**src/rtl/pulse_train_generator.sv**
```systemverilog
// Burst pulse-train source for the time-to-digital input: NUM_PULSES pulses of
// programmable period and high time, latched once per burst in LOAD.
//
// state | meaning
// IDLE  | waiting for start, ready=1
// LOAD  | one cycle: clamp and latch period/high time, clear counters
// HIGH  | pulse_out=1 for H cycles
// LOW   | pulse_out=0 for P-H cycles, pulse_index bumps on exit
// DONE  | one-cycle done strobe, then back to IDLE
module pulse_train_generator #(
    parameter int NUM_PULSES      = 10,
    parameter int COUNT_TIME_BITS = 16
) (
    input  logic                       clk,
    input  logic                       rst,
    input  logic                       start,
    input  logic                       abort,
    input  logic [COUNT_TIME_BITS-1:0] period,
    input  logic [COUNT_TIME_BITS-1:0] high_cycles,
    output logic                       pulse_out,
    output logic                       ready,
    output logic                       busy,
    output logic                       done,
    output logic [15:0]                pulse_index
);

    typedef enum logic [2:0] {
        ST_IDLE = 3'd0,
        ST_LOAD = 3'd1,
        ST_HIGH = 3'd2,
        ST_LOW  = 3'd3,
        ST_DONE = 3'd4
    } state_t;

    localparam logic [COUNT_TIME_BITS-1:0] CNT_ONE  = {{(COUNT_TIME_BITS-1){1'b0}}, 1'b1};
    localparam logic [COUNT_TIME_BITS-1:0] CNT_TWO  = CNT_ONE << 1;
    localparam logic [15:0]                LAST_IDX = 16'(NUM_PULSES);

    state_t                     state;
    logic [COUNT_TIME_BITS-1:0] phase_cnt;
    logic [COUNT_TIME_BITS-1:0] high_term;
    logic [COUNT_TIME_BITS-1:0] low_term;
    logic [COUNT_TIME_BITS-1:0] p_clamp;
    logic [COUNT_TIME_BITS-1:0] h_clamp;
    logic [15:0]                index_inc;

    // H is bounded by P-1 so the low phase is never empty and the counters cannot wrap.
    always_comb begin
        p_clamp = (period < CNT_TWO) ? CNT_TWO : period;
        if (high_cycles == '0)
            h_clamp = CNT_ONE;
        else if (high_cycles >= p_clamp)
            h_clamp = p_clamp - CNT_ONE;
        else
            h_clamp = high_cycles;
    end

    assign index_inc = pulse_index + 16'd1;

    always_ff @(posedge clk or negedge rst) begin
        if (!rst) begin
            state       <= ST_IDLE;
            pulse_out   <= 1'b0;
            ready       <= 1'b1;
            busy        <= 1'b0;
            done        <= 1'b0;
            pulse_index <= '0;
            phase_cnt   <= '0;
            high_term   <= '0;
            low_term    <= '0;
        end else begin
            done <= 1'b0;
            case (state)
                ST_IDLE: begin
                    if (start) begin
                        state <= ST_LOAD;
                        ready <= 1'b0;
                        busy  <= 1'b1;
                    end
                end

                ST_LOAD: begin
                    if (abort) begin
                        state     <= ST_IDLE;
                        pulse_out <= 1'b0;
                        ready     <= 1'b1;
                        busy      <= 1'b0;
                        phase_cnt <= '0;
                    end else begin
                        // Terminal counts stored as length-1 so each phase compares directly.
                        high_term   <= h_clamp - CNT_ONE;
                        low_term    <= p_clamp - h_clamp - CNT_ONE;
                        phase_cnt   <= '0;
                        pulse_index <= '0;
                        state       <= ST_HIGH;
                        pulse_out   <= 1'b1;
                    end
                end

                ST_HIGH: begin
                    if (abort) begin
                        state     <= ST_IDLE;
                        pulse_out <= 1'b0;
                        ready     <= 1'b1;
                        busy      <= 1'b0;
                        phase_cnt <= '0;
                    end else if (phase_cnt == high_term) begin
                        state     <= ST_LOW;
                        pulse_out <= 1'b0;
                        phase_cnt <= '0;
                    end else begin
                        phase_cnt <= phase_cnt + CNT_ONE;
                    end
                end

                ST_LOW: begin
                    if (abort) begin
                        state     <= ST_IDLE;
                        pulse_out <= 1'b0;
                        ready     <= 1'b1;
                        busy      <= 1'b0;
                        phase_cnt <= '0;
                    end else if (phase_cnt == low_term) begin
                        pulse_index <= index_inc;
                        phase_cnt   <= '0;
                        if (index_inc < LAST_IDX) begin
                            state     <= ST_HIGH;
                            pulse_out <= 1'b1;
                        end else begin
                            state <= ST_DONE;
                            done  <= 1'b1;
                            busy  <= 1'b0;
                        end
                    end else begin
                        phase_cnt <= phase_cnt + CNT_ONE;
                    end
                end

                ST_DONE: begin
                    state <= ST_IDLE;
                    ready <= 1'b1;
                end

                default: begin
                    state     <= ST_IDLE;
                    pulse_out <= 1'b0;
                    ready     <= 1'b1;
                    busy      <= 1'b0;
                    phase_cnt <= '0;
                end
            endcase
        end
    end

endmodule

```
**config.mk**
```make
export PLATFORM = sky130hd
export DESIGN_NAME = pulse_train_generator
export DESIGN_NICKNAME = d
export VERILOG_FILES = /design/src/rtl/pulse_train_generator.sv
export SDC_FILE = /design/constraint.sdc
export NUM_CORES = 1
export LEC_CHECK = 0
export ABC_AREA = 1
export ABC_CLOCK_PERIOD_IN_PS = 2200
export BUFFER_PORTS_ARGS = -buffer_cell sky130_fd_sc_hd__buf_2
export CORE_ASPECT_RATIO = 1.5
export CORE_UTILIZATION = 36
export DETAILED_ROUTE_END_ITERATION = 12
export PLACE_DENSITY = 0.62
export SLEW_MARGIN = 30
export SYNTH_ARGS = -nofsm -noshare
export SYNTH_HDL_FRONTEND = slang
export SYNTH_SLANG_ARGS = --single-unit
```
**constraint.sdc**
```tcl
create_clock -name clk -period 2.2 [get_ports clk]
set_clock_uncertainty 0.05 [all_clocks]
set_input_delay 0.11 -clock clk [delete_from_list [all_inputs] [get_ports clk]]
set_output_delay 0.11 -clock clk [all_outputs]
set_load 0.01 [all_outputs]
```
==> results of run 1 <==
[placed cells by master, fill, tap and decap left out, drive strengths merged, types with 2 or more instances in the layout]
cell,instances
a21boi,2
a21oi,27
buf,232
bufinv,2
clkbuf,12
clkinv,2
clkinvlp,2
dfrtp,70
ha,35
inv,110
nand2,207
nand3,55
nand3b,2
nand4,33
nor2,85
nor3,16
nor4,7
o21ai,51
o22ai,18
o32ai,3
or2,6
xnor2,23
xor2,39
[cell families after synthesis]
| logic type | after synthesis | synth area share [%] |
|---|---|---|
| AO/OA/AOI/OAI | 111 | 10.6 |
| XOR/XNOR | 62 | 9.02 |
| adder cells (fa/ha/maj) | 36 | 7.61 |
| buffers and inverters | 141 | 9.19 |
| flip-flops | 71 | 29.5 |
| multiplexers | 1 | 0.166 |
| AND/OR/NAND/NOR | 412 | 33.8 |
[sequential cells by signal (all words and copies together), names as in the netlist]
name	cells
done	1
pulse_out	1
pulse_index	16
state	3
busy	1
phase_cnt	16
high_term	16
ready	1
low_term	16
[what timing repair did]
action / CTS / global route
resized for setup: 83 / 87
endpoints found under the setup margin: 30 / 44
cloned: 0 / 1
setup buffers: 13 / 26
hold buffers: 1 / 0
pin swaps: 44 / 59
hold endpoints to repair: 19 / 0
[worst max-delay path: cells and delay by family]
kind / cells / cell delay [ns]
compound gates: 5 / 0.62
xor+xnor: 1 / 0.14
fa+ha+maj: 3 / 0.71
buf+inv: 3 / 0.28
simple gates: 18 / 1.33
[path summary, 6_finish.rpt]
| path | startpoint | endpoint | slack [ns] | cells past startpoint |
|---|---|---|---|---|
| worst max-delay path | period[7] | low_term[10] | -0.84 | 30 |
| max in group asynchronous | rst | ready | 1.19 | 3 |
| min in group asynchronous | rst | pulse_index[4] | 0.23 | 2 |
| worst min register to register | busy | busy | 0.43 | 2 |
| worst min-delay path | abort | pulse_out | 0.05 | 4 |
| worst max register to register | pulse_index[0] | busy | -0.06 | 13 |
[cell type report]
| type | instances | area share (%) |
|---|---|---|
| clock buffers | 11 | 2.70 |
| clock inverters | 5 | 0.906 |
| inverters | 111 | 4.71 |
| multi-input cells | 622 | 49.5 |
| flip-flops and latches | 71 | 19.9 |
| well taps | 206 | 2.87 |
| repair buffers | 234 | 19.4 |
[power by group]
part           internal [W]  switching (W)  total [W]
logic               0.00139        0.00157    0.00296
clock network       0.00102       0.000548    0.00157
registers           0.00167       0.000255    0.00192
total               0.00408        0.00237    0.00646
[layer usage]
metal	up-vias	GRT usage [%]	share of wire, %
met1	2913	20.2	37
li1	3168	-	-
met2	140	39.0	57
met4	0	10.6	3.8
met5	-	0	0
met3	39	2.15	2.4
[through the flow]
step                cells  cell area [um^2]  power (W)  setup slack, ns
global placement     1207              7600    0.00438            -1.49
global route         1260              8970    0.00693            -1.09
floorplan             834              6130    0.00346            -1.18
detailed placement   1207              7600    0.00442            -1.57
CTS                  1234              8390    0.00624           -0.842
finish               1260              8970    0.00646           -0.838
[cell usage after synthesis, types with 3 or more instances]
cell type,n
clkbuf_1,23
o21ai_0,40
xnor2_1,23
or2_2,4
o22ai_1,18
o21ai_1,10
buf_2,4
nand2_2,13
nand4_2,4
xor2_1,39
inv_2,4
nand4_1,29
a21oi_1,26
dfrtp_1,70
nor2_4,4
inv_1,107
nor3_2,4
ha_1,35
nand3_2,11
nor2_1,70
nor4_2,4
o32ai_1,3
nand3_1,42
nor3_4,3
nor4_1,3
nor3_1,9
nand2_1,194
nor2_2,11
==> summary.md, run 1 <==
| Metric | Value |
|---|---|
| Final hold vios | `0` |
| Setup CP Type | `primary input to flop` |
| Synth unique cells | `51` |
| Die H | `between 150 and 200 um` |
| Fin crit share | `138%` |
| Deepest clock path buffer count | `2` |
| Synth warn | `0` |
| PnR worst setup slack | `-0.838 ns` |
| Hold/Removal Path Class | `primary input to flop` |
| CTS buffer count | `9` |
| Largest area contributor in the netlist | `dfrtp_1` |
| Grt total ovfl | `0` |
| Dominant cells by area after synthesis | `dfrtp_1 29%, nand2_1 12%, ha_1 7.3%, inv_1 6.7%, xor2_1 5.7%` |
| Crit path DAT | `3.19 ns` |
| Vias in the first global route | `~6200` |
| Max cap viols | `0` |
| Crit Path Max Fanout | `3` |
| DP HPWL | `about 13 mm` |
| Number of antenna diodes | `0` |
| First-pass GRT wire length | `approximately 28 mm` |
| Syn avg cell area | `between 7 and 8 um^2` |
| CTS Sinks | `71` |
| Worst-Skew Late Latency | `0.33 ns` |
| FF+latch area | `1780 um^2` |
| Endpoint class of the critical path | `flop` |
| Hold WS | `0.0549 ns` |
| Gp weighted congestion | `0.870` |
| Fin crit period | `roughly 3.0 ns` |
| RSZ-0062 raised after global routing | `true` |
| Startpoint Class | `primary input` |
| Sequential element share of the synthesized area | `between 20% and 30%` |
| Util after Layout | `a little under three fifths` |
| Data required time at the worst endpoint | `2.35 ns` |
| Final WL | `approximately 17 mm` |
| Synth Register Bits | `approximately 70` |
| Slew Limit Fails | `0` |
| Vias post-DR | `about 6300` |
| Largest net degree at the start of global routing | `44` |
| Clock slew at reported path FFs | `~0.06 ns` |
| Routed Antenna Nets | `0` |
| Area of the multi-input gates | `4440 um^2` |
| Final Setup Violations | `32` |
| PD cells | `about 720 nW/um^2` |
| Clock root cell | `clkbuf_16` |
| Nets | `about 1100` |
| TritonCTS clock tree | `built` |
| Row count | `57` |
| Syn Nets | `just over 900` |
| Die X | `approximately 110 um` |
| Crit path top cell by count | `nand2_2` |
| Max-slew headroom | `66.2%` |
| Slowest cell on crit path | `fa_2` |
| Actual slew at the worst max-slew pin | `0.507 ns` |
| Asr flop ratio synth | `100%` |
| Max incr delay on CP | `around 0.34 ns` |
| Fillers | `1509` |
| Total die area | `~17000 um^2` |
| Peak Freq | `329 MHz` |
| Setup TNS | `-13.03 ns` |
| Io pins | `56` |
| Gate Count Post-Synth | `around 830` |
| Post-Syn Area | `6020 um^2` |
| Iter 0 DRT Violations | `~250` |
| Port Buffers | `55` |
| Gr usage total | `between 20% and 30%` |
| Ys flop type | `dfrtp_1` |
| Peak VDD IR | `about 0.47 mV` |
| Static leakage | `between 4 and 5 nW` |
| DRT Pass-1 Iters | `4` |
| DRC Markers | `0` |
| Initial core utilization | `approximately 37%` |
| Failing checks | `setup timing` |
| Syn-to-layout area delta | `49.1%` |
| Per-cell routed wire length | `about 14 um` |
| Outcome | `finished with violations` |
| Share of layout cells above drive strength 1 | `41.5%` |
| Share of the synthesized area in the top cell type | `29.1%` |
| CORE AREA | `about 16000 um^2` |
| Initial antenna violation count | `0` |
| Post-DR vias/cell | `approximately 5.0` |
| Post-synth EDFFs | `0` |
| Htree depth | `3` |
Power figures use the tool's default switching activity.
==> run 2: changes to the inputs <==
--- a/config.mk
+++ b/config.mk
@@ -5,13 +5,11 @@
 export SDC_FILE = /design/constraint.sdc
 export NUM_CORES = 1
 export LEC_CHECK = 0
-export ABC_AREA = 1
 export ABC_CLOCK_PERIOD_IN_PS = 2200
 export BUFFER_PORTS_ARGS = -buffer_cell sky130_fd_sc_hd__buf_2
 export CORE_ASPECT_RATIO = 1.5
 export CORE_UTILIZATION = 36
 export DETAILED_ROUTE_END_ITERATION = 12
-export PLACE_DENSITY = 0.62
 export SLEW_MARGIN = 30
 export SYNTH_ARGS = -nofsm -noshare
 export SYNTH_HDL_FRONTEND = slang
==> run 2 against run 1 <==
The flow still finishes with violations (setup timing). Core utilization is 4.1 points higher. Worst setup slack worse by 1.2 ns. Routed wire length is 8.9% higher. Die area is 2.6% lower. Power is 0.14% higher. Critical endpoint is now low_term[14]. Area after synthesis is 2.6% lower. Non-clock buffer count is 73 higher.
==> summary.md, run 2 <==
| Metric | Value |
|---|---|
| Endpoint class of the critical path | `flop (unchanged)` |
| Vias in the first global route | `6182 (was 6206)` |
| Gr usage total | `21.7% (was 20.0%)` |
| Gate Count Post-Synth | `742 (was 834)` |
| Synth warn | `0 (unchanged)` |
| Slowest cell on crit path | `or4_4 (was fa_2)` |
| RSZ-0062 raised after global routing | `true (unchanged)` |
| Most numerous cell in the Yosys netlist | `o21ai_0 (was nand2_1)` |
| Row count | `56 (was 57)` |
| Port Buffers | `55 (unchanged)` |
| Synth unique cells | `66 (was 51)` |
| Share of the synthesized area in the top cell type | `29.9% (was 29.1%)` |
| Max-slew headroom | `63.1% (was 66.2%)` |
| Max cap viols | `0 (unchanged)` |
| Data required time at the worst endpoint | `2.36 ns (was 2.35 ns)` |
| PD cells | `691 nW/um^2 (was 720 nW/um^2)` |
| Clock slew at reported path FFs | `0.06 ns (about the same)` |
| Per-cell routed wire length | `15.2 um (was 13.5 um)` |
| Failing checks | `setup timing (unchanged)` |
| Startpoint Class | `primary input (unchanged)` |
| Grt total ovfl | `0 (unchanged)` |
| Setup TNS | `-49.04 ns (was -13.03 ns)` |
| Initial core utilization | `37.2% (was 37.0%)` |
| Fin crit period | `4.27 ns (was 3.04 ns)` |
| Largest net degree at the start of global routing | `62 (was 44)` |
| Most frequent cells in the layout | `219 x buf_4, 85 x nand2_1, 67 x dfrtp_1 (was 165 x nand2_1, 160 x buf_4, 101 x inv_1)` |
| Syn-to-layout area delta | `59.7% (was 49.1%)` |
| CTS Sinks | `71 (unchanged)` |
| Ys flop type | `dfrtp_1 (unchanged)` |
| Sequential element share of the synthesized area | `30.4% (was 29.5%)` |
| Worst r2r path cells | `9 (was 13)` |
| Hold/Removal Path Class | `primary input to flop (unchanged)` |
| First-pass GRT wire length | `28.6 mm (was 27.6 mm)` |
| PnR worst setup slack | `-2.07 ns (was -0.838 ns)` |
| Initial antenna violation count | `0 (unchanged)` |
| Setup CP Type | `primary input to flop (unchanged)` |
| Outcome | `finished with violations (unchanged)` |
| Placed Cells incl. Taps | `1152 (was 1207)` |
| Nets | `1086 (was 1121)` |
| TritonCTS clock tree | `built (unchanged)` |
| CORE AREA | `15800 um^2 (was 16300 um^2)` |
| Most common cell after layout, fill and taps aside | `buf_4 (was nand2_1)` |
| FF-to-FF Start | `pulse_index[1] (was pulse_index[0])` |
| Post-Syn Area | `5860 um^2 (was 6020 um^2)` |
| CTS buffer count | `9 (unchanged)` |
| Asr flop ratio synth | `100% (unchanged)` |
| Hold Crit Start | `start (was abort)` |
| Synth Register Bits | `71 (unchanged)` |
| Syn avg cell area | `7.90 um^2 (was 7.21 um^2)` |
| Max incr delay on CP | `0.57 ns (was 0.34 ns)` |
| Htree depth | `3 (unchanged)` |
| Clock root cell | `clkbuf_16 (unchanged)` |
| Post-synth EDFFs | `0 (unchanged)` |
| DRT Pass-1 Iters | `5 (was 4)` |
| Share of layout cells above drive strength 1 | `44.7% (was 41.5%)` |
| Slew Limit Fails | `0 (unchanged)` |
| Final Setup Violations | `54 (was 32)` |
| Capture point of the worst reg-to-reg path | `pulse_out (was busy)` |
| Crit path top cell by count | `a21oi_2 (was nand2_2)` |
| Peak Freq | `234 MHz (was 329 MHz)` |
| Hold path endpoint | `ready (was pulse_out)` |
| Hold WS | `0.0626 ns (was 0.0549 ns)` |
| Fin cells | `1222 (was 1260)` |
| Syn Nets | `814 (was 906)` |
| Static leakage | `4.35 nW (was 4.43 nW)` |
| Worst-Skew Late Latency | `0.34 ns (was 0.33 ns)` |
| Deepest clock path buffer count | `2 (unchanged)` |
| Peak VDD IR | `0.415 mV (was 0.471 mV)` |
| Fillers | `1408 (was 1509)` |
| Commonest cells post-synth | `94 x o21ai_0, 88 x nand2_1, 70 x dfrtp_1 (was 194 x nand2_1, 107 x inv_1, 70 x dfrtp_1, 70 x nor2_1, 42 x nand3_1)` |
| Vias post-DR | `6417 (was 6260)` |
| Final hold vios | `0 (unchanged)` |
| CP cell instances | `buf_6 > or4_4 > nor4_4 > nand2_1 > o21ai_2 > inv_2 > ha_4 > nor2b_4 > o21ai_2 > a21oi_2 > o21a_1 > buf_4 > a21oi_2 > nor2_2 > ha_4 > fa_2 > a21o_1 > a21oi_2 > o211ai_1 > a31oi_2 > a21oi_1 > a21oi_1 > xor2_1 > o21ai_1` |
| Crit Path Max Fanout | `3 (unchanged)` |
| Flop-to-flop setup slack | `-0.39 ns (was -0.06 ns)` |
| DRC Markers | `0 (unchanged)` |
| Largest area contributor in the netlist | `dfrtp_1 (unchanged)` |
| Crit path DAT | `4.44 ns (was 3.19 ns)` |
| Actual slew at the worst max-slew pin | `0.554 ns (was 0.507 ns)` |
| Fin crit share | `194% (was 138%)` |
| Final WL | `18.5 mm (was 17.0 mm)` |
| DP HPWL | `13.6 mm (was 13.1 mm)` |
| Pre-CTS setup slack | `-2.46 ns (was -1.57 ns)` |
| Routed Antenna Nets | `0 (unchanged)` |
| Total die area | `16800 um^2 (was 17200 um^2)` |
| Io pins | `56 (unchanged)` |
| Hold depth | `4 (unchanged)` |
| Gp weighted congestion | `0.901 (was 0.870)` |
| Die H | `158 um (was 160 um)` |
| Iter 0 DRT Violations | `298 (was 253)` |
| Die X | `106 um (was 108 um)` |
| Post-DR vias/cell | `5.25 (was 4.97)` |
| Number of antenna diodes | `0 (unchanged)` |
| Dominant cells by area after synthesis | `dfrtp_1 30%, o21ai_0 8.0%, ha_1 7.5%, xnor2_1 6.6%, nand2_1 5.6% (was dfrtp_1 29%, nand2_1 12%, ha_1 7.3%, inv_1 6.7%, xor2_1 5.7%)` |
run 2: cell types whose count changed after synthesis, moves of 20 or more:
cell	previous run	this run
o21ai_0	40	94
inv_1	107	28
nand3_1	42	19
xnor2_1	23	44
nand2_1	194	88
nor3_1	9	29
run 2: cells by family (layout without fill, tap and decap cells):
group           Yosys count  after routing  share of synthesized area (%)
buf+inv                  74            351                           4.93
simple gates            271            271                           22.8
compound gates          204            204                           20.9
mux                      11             11                           1.96
flops                    71             71                           30.4
xor+xnor                 75             75                           11.2
fa+ha+maj                36             36                           7.82
run 2: through the flow:
| step | total power, W | area, um^2 | util, % |
|---|---|---|---|
| after CTS | 0.00613 | 8730 | 55.3 |
| after global placement | 0.00429 | 7850 | 49.8 |
| after detailed placement | 0.00435 | 7850 | 49.8 |
| final | 0.00647 | 9350 | 59.3 |
| after global routing | 0.00688 | 9350 | 59.3 |
| after floorplan | 0.00337 | 6010 | - |
run 2: what timing repair did:
action,in CTS,in global routing
hold buffers,2,0
setup buffers,30,29
cloned,0,2
gates resized for setup,86,131
setup endpoints to repair,59,65
hold endpoints to repair,21,0
pin swaps,51,80
run 2: layer usage:
metal | global-route usage (%) | share of wire (%)
met4 | 13.2 | 5.1
met2 | 41.7 | 55
met1 | 22.1 | 38
met3 | 2.68 | 2.6
met5 | 0 | 0
run 2: worst max-delay path, delay by kind of cell:
family	cells	cell delay, ns
fa+ha+maj	3	0.77
buf+inv	3	0.31
compound gates	12	1.91
xor+xnor	1	0.16
simple gates	5	1.17
run 2: worst max path at each step:
stage	startpoint	end	slack [ns]	cells past startpoint
after floorplan	period[5]	low_term[14]	-2.38	26
after global placement	period[12]	low_term[14]	-2.36	24
after detailed placement	period[12]	low_term[14]	-2.46	24
after CTS	period[12]	low_term[14]	-1.96	24
after global routing	period[11]	low_term[11]	-2.25	25
final	period[11]	low_term[14]	-2.07	24
run 2: where the power goes:
part / switching (W) / internal, W
Clock: 0.000567 / 0.000883
Sequential: 0.000330 / 0.00166
Combinational: 0.00151 / 0.00152
Total: 0.00241 / 0.00406
run 2: final cells by class:
cell class / instances / area [um^2] / area share [%]
Tap cell: 203 / 254 / 2.72
Clock inverter: 6 / 71.3 / 0.763
Clock buffer: 10 / 229 / 2.45
Sequential cell: 71 / 1780 / 19.1
Multi-Input combinational cell: 597 / 4590 / 49.0
Timing Repair Buffer: 307 / 2330 / 24.9
Inverter: 28 / 105 / 1.12
